[config.mk]
export PLATFORM = sky130hd
export DESIGN_NAME = imm_packer
export DESIGN_NICKNAME = d
export VERILOG_FILES = /design/src/rtl/imm_pkg.sv /design/src/rtl/skid_buf.sv /design/src/rtl/imm_packer.sv
export SDC_FILE = /design/constraint.sdc
export NUM_CORES = 1
export LEC_CHECK = 0
export ABC_AREA = 1
export BUFFER_PORTS_ARGS = -buffer_cell sky130_fd_sc_hd__buf_2
export CAP_MARGIN = 20
export CORE_ASPECT_RATIO = 0.7
export CORE_MARGIN = 4
export CORE_UTILIZATION = 54
export DETAILED_ROUTE_END_ITERATION = 8
export GPL_TIMING_DRIVEN = 0
export PLACE_DENSITY = 0.8
export SLEW_MARGIN = 20
export SYNTH_ARGS = -nofsm -noshare
export SYNTH_HDL_FRONTEND = slang
export SYNTH_HIERARCHICAL = 1
export SYNTH_SLANG_ARGS = --single-unit
[constraint.sdc]
create_clock -name clk -period 1.8 [get_ports clk]
set_input_delay 0.36 -clock clk [delete_from_list [all_inputs] [get_ports clk]]
set_output_delay 0.36 -clock clk [all_outputs]
set_load 0.01 [all_outputs]
[src/rtl/imm_pkg.sv]
// rtl/imm_pkg.sv - shared immediate format encoding, range limits and buffer states
package imm_pkg;

    typedef enum logic [2:0] {
        FMT_I = 3'b000,
        FMT_S = 3'b001,
        FMT_B = 3'b010,
        FMT_U = 3'b011,
        FMT_J = 3'b100
    } imm_fmt_t;

    typedef enum logic [1:0] {
        BUF_EMPTY = 2'd0,
        BUF_ONE   = 2'd1,
        BUF_TWO   = 2'd2
    } buf_state_t;

    localparam int IMM12_MIN = -2048;
    localparam int IMM12_MAX = 2047;
    localparam int IMM13_MIN = -4096;
    localparam int IMM13_MAX = 4094;
    localparam int IMM21_MIN = -1048576;
    localparam int IMM21_MAX = 1048574;

    // Instruction bits owned by each format's immediate field
    localparam logic [31:0] MASK_I  = 32'hFFF0_0000;
    localparam logic [31:0] MASK_SB = 32'hFE00_0F80;
    localparam logic [31:0] MASK_UJ = 32'hFFFF_F000;

    function automatic logic in_range(input logic signed [31:0] v, input int lo, input int hi);
        return (v >= lo) && (v <= hi);
    endfunction

endpackage

[src/rtl/skid_buf.sv]
// rtl/skid_buf.sv - two-entry valid/ready buffer: output register plus one skid register
module skid_buf
    import imm_pkg::*;
#(
    parameter int W = 33
) (
    input  logic         clk,
    input  logic         rst_n,
    input  logic         in_valid,
    output logic         in_ready,
    input  logic [W-1:0] in_data,
    output logic         out_valid,
    input  logic         out_ready,
    output logic [W-1:0] out_data
);

    buf_state_t   state_q, state_d;
    logic [W-1:0] out_q, out_d;
    logic [W-1:0] skid_q, skid_d;
    logic         in_ready_q, in_ready_d;
    logic         push, pop;

    assign push      = in_valid && in_ready_q;
    assign pop       = (state_q != BUF_EMPTY) && out_ready;
    assign in_ready  = in_ready_q;
    assign out_valid = (state_q != BUF_EMPTY);
    assign out_data  = out_q;

    always_comb begin
        state_d = state_q;
        out_d   = out_q;
        skid_d  = skid_q;
        case (state_q)
            BUF_EMPTY: begin
                if (push) begin
                    out_d   = in_data;
                    state_d = BUF_ONE;
                end
            end
            BUF_ONE: begin
                case ({push, pop})
                    2'b10: begin
                        skid_d  = in_data;
                        state_d = BUF_TWO;
                    end
                    2'b01: state_d = BUF_EMPTY;
                    2'b11: out_d = in_data;
                    default: ;
                endcase
            end
            BUF_TWO: begin
                if (pop) begin
                    out_d   = skid_q;
                    state_d = BUF_ONE;
                end
            end
            default: state_d = BUF_EMPTY;
        endcase
        // Registered ready: derived from next state so no path from out_ready reaches in_ready
        in_ready_d = (state_d != BUF_TWO);
    end

    always_ff @(posedge clk or negedge rst_n) begin
        if (!rst_n) begin
            state_q    <= BUF_EMPTY;
            out_q      <= '0;
            skid_q     <= '0;
            in_ready_q <= 1'b0;
        end else begin
            state_q    <= state_d;
            out_q      <= out_d;
            skid_q     <= skid_d;
            in_ready_q <= in_ready_d;
        end
    end

endmodule

[src/rtl/imm_packer.sv]
// rtl/imm_packer.sv - places a signed immediate into an RV32I word, range-checks it, and streams the result
module imm_packer
    import imm_pkg::*;
#(
    parameter int DATA_W    = 32,
    parameter int ERR_CNT_W = 8
) (
    input  logic                 clk,
    input  logic                 rst_n,
    input  logic                 in_valid,
    output logic                 in_ready,
    input  logic [2:0]           in_sel,
    input  logic [DATA_W-1:0]    in_imm,
    input  logic [DATA_W-1:0]    in_base,
    output logic                 out_valid,
    input  logic                 out_ready,
    output logic [DATA_W-1:0]    out_instr,
    output logic                 out_err,
    output logic [ERR_CNT_W-1:0] err_count
);

    logic signed [DATA_W-1:0] imm_s;
    logic [DATA_W-1:0]        imm_bits;
    logic [DATA_W-1:0]        imm_mask;
    logic [DATA_W-1:0]        enc_instr;
    logic                     enc_err;
    logic                     enc_legal;
    logic                     accept;
    logic [DATA_W:0]          buf_data;
    logic [ERR_CNT_W-1:0]     err_count_q, err_count_d;

    assign imm_s = in_imm;

    always_comb begin
        imm_bits  = '0;
        imm_mask  = '0;
        enc_err   = 1'b1;
        enc_legal = 1'b1;
        case (in_sel)
            FMT_I: begin
                imm_mask = MASK_I;
                imm_bits = {in_imm[11:0], 20'b0};
                enc_err  = !in_range(imm_s, IMM12_MIN, IMM12_MAX);
            end
            FMT_S: begin
                imm_mask = MASK_SB;
                imm_bits = {in_imm[11:5], 13'b0, in_imm[4:0], 7'b0};
                enc_err  = !in_range(imm_s, IMM12_MIN, IMM12_MAX);
            end
            FMT_B: begin
                imm_mask = MASK_SB;
                imm_bits = {in_imm[12], in_imm[10:5], 13'b0, in_imm[4:1], in_imm[11], 7'b0};
                enc_err  = !in_range(imm_s, IMM13_MIN, IMM13_MAX) || in_imm[0];
            end
            FMT_U: begin
                imm_mask = MASK_UJ;
                imm_bits = {in_imm[31:12], 12'b0};
                enc_err  = (in_imm[11:0] != 12'b0);
            end
            FMT_J: begin
                imm_mask = MASK_UJ;
                imm_bits = {in_imm[20], in_imm[10:1], in_imm[11], in_imm[19:12], 12'b0};
                enc_err  = !in_range(imm_s, IMM21_MIN, IMM21_MAX) || in_imm[0];
            end
            default: enc_legal = 1'b0;
        endcase
        // Out-of-range immediates still produce the truncated word; only illegal formats zero it
        enc_instr = enc_legal ? ((in_base & ~imm_mask) | imm_bits) : '0;
    end

    assign accept = in_valid && in_ready;

    always_comb begin
        err_count_d = err_count_q;
        if (accept && enc_err && (err_count_q != {ERR_CNT_W{1'b1}})) begin
            err_count_d = err_count_q + 1'b1;
        end
    end

    always_ff @(posedge clk or negedge rst_n) begin
        if (!rst_n) begin
            err_count_q <= '0;
        end else begin
            err_count_q <= err_count_d;
        end
    end

    assign err_count = err_count_q;

    skid_buf #(
        .W (DATA_W + 1)
    ) u_skid_buf (
        .clk       (clk),
        .rst_n     (rst_n),
        .in_valid  (in_valid),
        .in_ready  (in_ready),
        .in_data   ({enc_err, enc_instr}),
        .out_valid (out_valid),
        .out_ready (out_ready),
        .out_data  (buf_data)
    );

    assign out_err   = buf_data[DATA_W];
    assign out_instr = buf_data[DATA_W-1:0];

endmodule
==> results.md, run 1 <==
* Total global-route track usage at 0.262
* Worst Max-Slew Pin Slew at 0.514 ns
* Yosys warnings at 6
* Clk buf depth at 2
* HP Class: input port to async pin
* Crit path top cell by count: nand2_1
* GPL Wtd Cong at 0.906
* Sw Pwr at 0.00337 W
* Detailed Place HPWL at 10,000 um
* Setup CP Type: register to register
* Drt first pass iters at 5
* Final Cell Area at 5790 sq um
* Vias at 4,882
* Crit-path slowest cell: dfrtp_1
* Initial antenna violation count at 0
* Setup WS pre-CTS at -0.320 ns
* Avg Synthesized Cell Area at 6.83 sq um
* Reg clk slew, reported paths at 0.06 ns
* # DRC at 0
* Fin. Hold Viols at 8
* Setup TNS at 0 ns
* Count of state elements after synthesis at 77
* Pleak at 3.24 nW
* CTS H-Tree Depth at 3
* Largest net degree at the start of global routing at 41
* Combinational fraction of design power at 0.423
* # IOs at 114
* Syn nets at 773
* Global-route wire length before repair at 22,200 um
* Failing checks: negative hold slack
* Count of flip-flops with a built-in enable after synthesis at 0
* Grt ovf at 0
* Synth area leader: dfrtp_1
* Post-synth cell types at 33
* Cells along the critical path: nor2_4 > nor2_1 > ha_1 > inv_1 > o21ai_1 > nand3_2 > buf_2 > nand2_1 > nand2_1
* Seq/Total Area, Yosys at 0.404
* Sw Share at 0.424
* ANT nets after route at 0
* Slew Limit Headroom at 0.657
* Crit. End Element: register
* Maximum vdd ir drop at 0.804 mV
* Clock Skew at 0.00505 ns
* WP data required at 2.03 ns
* Top cells by area, synth: dfrtp_1 40%, nand2_1 19%, nand3_1 8.6%
* Outcome: finished with violations
* Core region area at 8510 sq um
* Power per standard cell area at 1370 nW/um^2
* Area occupied by multi-input gates at 2360 sq um
* Top cell type's share of synthesized area at 0.404
* CP bufs+invs at 2
* Syn Inst Count at 699
* Total power at 0.00796 W
* DR vias/cell at 5.19
* PortBufs at 105
* Post-synth ARST share at 1.00
* Int Pwr at 0.00458 W
* Fmax at 0.585 GHz
* Row count at 28
* Vias in the first global route at 4,744
* DRT iter0 DRCs at 461
* Worst-path maximum fanout at 10
* Setup violations, final at 0
* Post-synthesis cell area at 4770 sq um
* Fin crit share at 0.949
* WL/cell at 13.9 um
* CP arrival at 1.94 ns
* Flop pwr share at 0.355
* Hold_buf cts at 0
* Final net count at 890
* Setup bufs post-CTS at 0
* Antenna diodes at 0
* Final min period at 1.71 ns
* CP max stage delay at 0.46 ns
* Clk_lat worst skew at 0.34 ns
* WHS at -0.00650 ns
* Sink Count at 77
* Max Slew Vio Count at 0
* Initial Util at 0.561
* Min setup slack post-route at 0.0920 ns
* Die Y at 86.7 um
* Synth Flop Type: dfrtp_1
* Final-layout fill cell count at 765
* Num CTS Buffers at 9
* TritonCTS clock tree: yes
* Max-Cap Viols at 0
* Clock power frac at 0.222
* DP Area at 5470 sq um
* Full die area at 10,400 sq um
* Layout area overhead at 21.2%
* Layout cells sized above 1 at 0.216
* CTS root buf: clkbuf_16
* Die W at 120 um
* Seq. cell area at 1930 sq um
* Delay-heaviest family, CP: simple AND/OR/NAND/NOR gates
* CP startpoint kind: register
* Total Wirelength at 13,100 um
[logic make-up (layout without fill, tap and decap cells)]
family,count (synthesis),count (layout),share of synthesized area
AOI/OAI and AO/OA,69,69,0.0873
and+or+nand+nor,428,428,0.385
xor gates and xnor gates,6,6,0.0110
buffers and inverters,116,238,0.105
adders and majority gates,3,3,0.00786
DFF,77,77,0.404
[state kept, by name, indices dropped and copies added, names as in the netlist]
register,cells
u_skid_buf/out_data,33
err_count,8
u_skid_buf/state_q,2
u_skid_buf/skid_q,33
u_skid_buf/in_ready,1
[cell type report]
class / instances / share of cell area
flip-flops and latches: 77 / 0.333
clock inverters: 7 / 0.0112
clock buffers: 9 / 0.0389
well taps: 120 / 0.0259
plain buffers: 31 / 0.0322
multi-input cells: 506 / 0.409
repair buffers: 106 / 0.0947
inverters: 85 / 0.0551
[path summary, 6_finish.rpt]
path,from,cells past startpoint,to,slack [ns]
setup / recovery,u_skid_buf/state_q[1]$_DFF_PN0_,9,u_skid_buf/out_data[7]$_DFFE_PN0P_,0.09
hold / removal,rst_n,1,u_skid_buf/out_data[16]$_DFFE_PN0P_,-0.006
setup reg to reg,u_skid_buf/state_q[1]$_DFF_PN0_,9,u_skid_buf/out_data[7]$_DFFE_PN0P_,0.09
hold reg to reg,u_skid_buf/out_data[13]$_DFFE_PN0P_,2,u_skid_buf/out_data[13]$_DFFE_PN0P_,0.47
max in group asynchronous,rst_n,2,u_skid_buf/state_q[0]$_DFF_PN0_,1.22
min in group clk,in_base[2],5,u_skid_buf/skid_q[2]$_DFFE_PN0P_,0.35
[cell usage in the layout, fill, tap and decap left out, drive strengths merged]
cell / n
buf: 128
o22ai: 7
dfrtp: 77
clkinvlp: 3
inv: 89
nand2: 251
xnor2: 3
ha: 3
o21ai: 42
nor2: 74
clkbuf: 18
a21oi: 4
nor4: 1
nor3: 4
o211ai: 1
and2: 1
o211a: 1
a221oi: 4
a221o: 1
xor2: 3
nand3: 88
a211oi: 9
nand4: 9
[stage by stage]
step            util  std cells
6_report       0.680        941
5_1_grt        0.680        941
2_1_floorplan      -        699
3_5_place_dp   0.643        925
4_1_cts        0.677        941
3_3_place_gp   0.640        924
[power groups by stage]
| stage | Clock [W] | Sequential (W) | Combinational, W |
|---|---|---|---|
| 2_1_floorplan | 0 | 0.00293 | 0.00208 |
| 3_3_place_gp | 0 | 0.00279 | 0.00320 |
| 3_5_place_dp | 0 | 0.00283 | 0.00330 |
| 4_1_cts | 0.00179 | 0.00281 | 0.00333 |
| 5_1_grt | 0.00187 | 0.00291 | 0.00380 |
| 6_report | 0.00176 | 0.00282 | 0.00337 |
[repair_timing]
action                     CTS  global route
pin swaps                    0             0
hold endpoints to repair     0             0
setup endpoints to repair    2            59
cloned                       0             0
resized for setup            1            11
[layer usage]
metal	part of all wire	track usage	vias up
li1	-	-	2452
met1	0.47	0.380	2212
met2	0.44	0.406	196
met3	0.074	0.0528	22
met4	0.015	0.0648	0
met5	0	0	-
[synthesized netlist by cell type (4+ instances only)]
library cell and number:
nand2_1 242, nand3_1 82, inv_1 81, dfrtp_1 77, nor2_1 71, o21ai_1 35
buf_2 12, a211oi_1 9, buf_4 9, nand4_1 9, clkbuf_1 8, o21ai_0 7
o22ai_1 7, nand2_2 6, nand3_2 6, a221oi_1 4, inv_2 4, nor3_1 4
Power figures use the tool's default switching activity.
==> run 2: changes to the inputs <==
RECOVER_POWER = 50   (was default)
==> run 2 against run 1 <==
  * The flow now finishes without violations
  * Routed wire length is 0.26% higher
  * Maximum frequency rose by 0.43%
  * Power decreased by 0.41%
  * Global-route usage did not move
  * Clock power hardly changed
  * Final area down 0.67%
  * Flip-flop and latch count unchanged
  * Worst setup slack better by 0.0073 ns
  * Via count increased by 0.45%
  * Critical path type unchanged
  * Largest power group unchanged
==> results.md, run 2 (synthesis gave the netlist of run 1 again) <==
* CTS root buf: clkbuf_16 (unchanged)
* Core region area at 8510 sq um (unchanged)
* Crit-path slowest cell: dfrtp_1 (unchanged)
* Most common cell after layout, fill and taps aside: nand2_1 (unchanged)
* Num CTS Buffers at 9 (unchanged)
* Utilization after layout at 0.675 (was 0.680)
* Setup CP Type: register to register (unchanged)
* Total global-route track usage at 0.262 (unchanged)
* # DRC at 0 (unchanged)
* Worst Max-Slew Pin Slew at 0.967 ns (was 0.514 ns)
* Setup WS pre-CTS at -0.320 ns (unchanged)
* Global-route wire length before repair at 22,200 um (unchanged)
* Setup violations, final at 0 (unchanged)
* CP bufs+invs at 2 (unchanged)
* CP arrival at 1.94 ns (about the same)
* Crit. End Element: register (unchanged)
* CP startpoint kind: register (unchanged)
* Reg-to-reg slack, setup at 0.1 ns (was 0.09 ns)
* Cells along the critical path: nor2_4 > nor2_1 > ha_1 > inv_1 > o21ai_1 > nand3_2 > buf_2 > nand2_1 > nand2_1 (unchanged)
* Reg clk slew, reported paths at 0.06 ns (about the same)
* Critical Path Start: u_skid_buf/state_q[1]$_DFF_PN0_ (unchanged)
* PortBufs at 105 (unchanged)
* Critical path depth at 9 (unchanged)
* Clk buf depth at 2 (unchanged)
* Sink Count at 77 (unchanged)
* TritonCTS clock tree: yes (unchanged)
* Die W at 120 um (unchanged)
* Antenna diodes at 0 (unchanged)
* Layout cells sized above 1 at 0.192 (was 0.216)
* Crit path capture: u_skid_buf/out_data[7]$_DFFE_PN0P_ (unchanged)
* Worst-path maximum fanout at 10 (unchanged)
* R2r endpoint: u_skid_buf/out_data[7]$_DFFE_PN0P_ (unchanged)
* Total Wirelength at 13,200 um (was 13,100 um)
* Vias in the first global route at 4,744 (unchanged)
* # IOs at 114 (unchanged)
* Delay-heaviest family, CP: simple AND/OR/NAND/NOR gates (unchanged)
* Fin crit share at 0.945 (was 0.949)
* Fin. Hold Viols at 0 (was 8)
* Fmax at 0.588 GHz (was 0.585 GHz)
* Commonest cells after routing, fill and taps aside: 241 x nand2_1, 97 x buf_2, 82 x nand3_1 (was 241 x nand2_1, 116 x buf_2, 82 x nand3_1)
* Seq. cell area at 1930 sq um (unchanged)
* DRT iter0 DRCs at 483 (was 461)
* Drt first pass iters at 5 (unchanged)
* Area occupied by multi-input gates at 2360 sq um (unchanged)
* WP data required at 2.04 ns (was 2.03 ns)
* GPL Wtd Cong at 0.906 (unchanged)
* Initial antenna violation count at 0 (unchanged)
* Max Slew Vio Count at 0 (unchanged)
* Detailed Place HPWL at 10,000 um (unchanged)
* Setup bufs post-CTS at 0 (unchanged)
* Max-Cap Viols at 0 (unchanged)
* Die Y at 86.7 um (unchanged)
* Hold_buf cts at 0 (unchanged)
* WL/cell at 14.0 um (was 13.9 um)
* Clk_lat worst skew at 0.35 ns (was 0.34 ns)
* Vias at 4,904 (was 4,882)
* Largest net degree at the start of global routing at 41 (unchanged)
* Full die area at 10,400 sq um (unchanged)
* Row count at 28 (unchanged)
* Pleak at 3.16 nW (was 3.24 nW)
* Final net count at 890 (unchanged)
* DR vias/cell at 5.21 (was 5.19)
* R2R depth at 9 (unchanged)
* Power per standard cell area at 1380 nW/um^2 (was 1370 nW/um^2)
* Worst r2r src: u_skid_buf/state_q[1]$_DFF_PN0_ (unchanged)
* Maximum vdd ir drop at 0.856 mV (was 0.804 mV)
* Grt ovf at 0 (unchanged)
* Crit path top cell by count: nand2_1 (unchanged)
* Layout area overhead at 20.4% (was 21.2%)
* Slew Limit Headroom at 0.355 (was 0.657)
* ANT nets after route at 0 (unchanged)
* Final-layout fill cell count at 774 (was 765)
* Outcome: complete, no violations (was finished with violations)
* CTS H-Tree Depth at 3 (unchanged)
* Min setup slack post-route at 0.0994 ns (was 0.0920 ns)
* HP Class: input port to async pin (unchanged)
* Final min period at 1.70 ns (was 1.71 ns)
* Clock Skew at 0.00558 ns (was 0.00505 ns)
* Initial Util at 0.561 (unchanged)
* CP max stage delay at 0.45 ns (was 0.46 ns)
run 2: final cells by class:
type / count / share of cell area
multi-input combinational: 506 / 0.411
sequential: 77 / 0.335
timing repair buffer: 106 / 0.0886
inverter: 85 / 0.0555
clock buffer: 9 / 0.0392
buffer: 31 / 0.0324
tap: 120 / 0.0261
clock inverter: 7 / 0.0113
run 2: worst min path at each step:
stage                                         from                                  end  slack [ns]
2_1_floorplan                                rst_n             err_count[0]$_DFFE_PN0P_        0.06
3_3_place_gp   u_skid_buf/out_data[23]$_DFFE_PN0P_  u_skid_buf/out_data[23]$_DFFE_PN0P_        0.46
3_5_place_dp                                 rst_n  u_skid_buf/out_data[18]$_DFFE_PN0P_        0.37
4_1_cts                                      rst_n  u_skid_buf/out_data[24]$_DFFE_PN0P_       0.002
5_1_grt                                      rst_n  u_skid_buf/out_data[18]$_DFFE_PN0P_        0.23
6_report                                     rst_n  u_skid_buf/out_data[16]$_DFFE_PN0P_        0.16
run 2: layer usage:
layer	wire [um]	part of all wire	track usage	vias to the layer above
li1	-	-	-	2451
met1	6150	0.47	0.380	2234
met2	5830	0.44	0.406	200
met3	1020	0.077	0.0528	19
met4	169	0.013	0.0648	0
met5	0	0	0	-
run 2: repair_timing:
action / CTS / global route
cloned: 0 / 0
pin swaps: 0 / 0
resized for setup: 1 / 11
endpoints found under the hold margin: 0 / 0
endpoints found under the setup margin: 2 / 59
run 2: metrics by stage:
| stage | hold slack, ns | instance area [sq um] | TNS [ns] | total power [W] | instances |
|---|---|---|---|---|---|
| 2_1_floorplan | 0.0644 | 4770 | 0 | 0.00501 | 699 |
| 3_3_place_gp | 0.457 | 5450 | -11.57 | 0.00599 | 924 |
| 3_5_place_dp | 0.367 | 5470 | -4.68 | 0.00613 | 925 |
| 4_1_cts | 0.00187 | 5760 | 0 | 0.00793 | 941 |
| 5_1_grt | 0.227 | 5750 | -0.0187 | 0.00854 | 941 |
| 6_report | 0.159 | 5750 | 0 | 0.00792 | 941 |
run 2: power breakdown:
| group | leakage (nW) | internal [W] | total, W | switching [W] |
|---|---|---|---|---|
| clock network | 0.134 | 0.000967 | 0.00178 | 0.000809 |
| registers | 0.991 | 0.00240 | 0.00283 | 0.000432 |
| logic | 2.04 | 0.00117 | 0.00332 | 0.00215 |
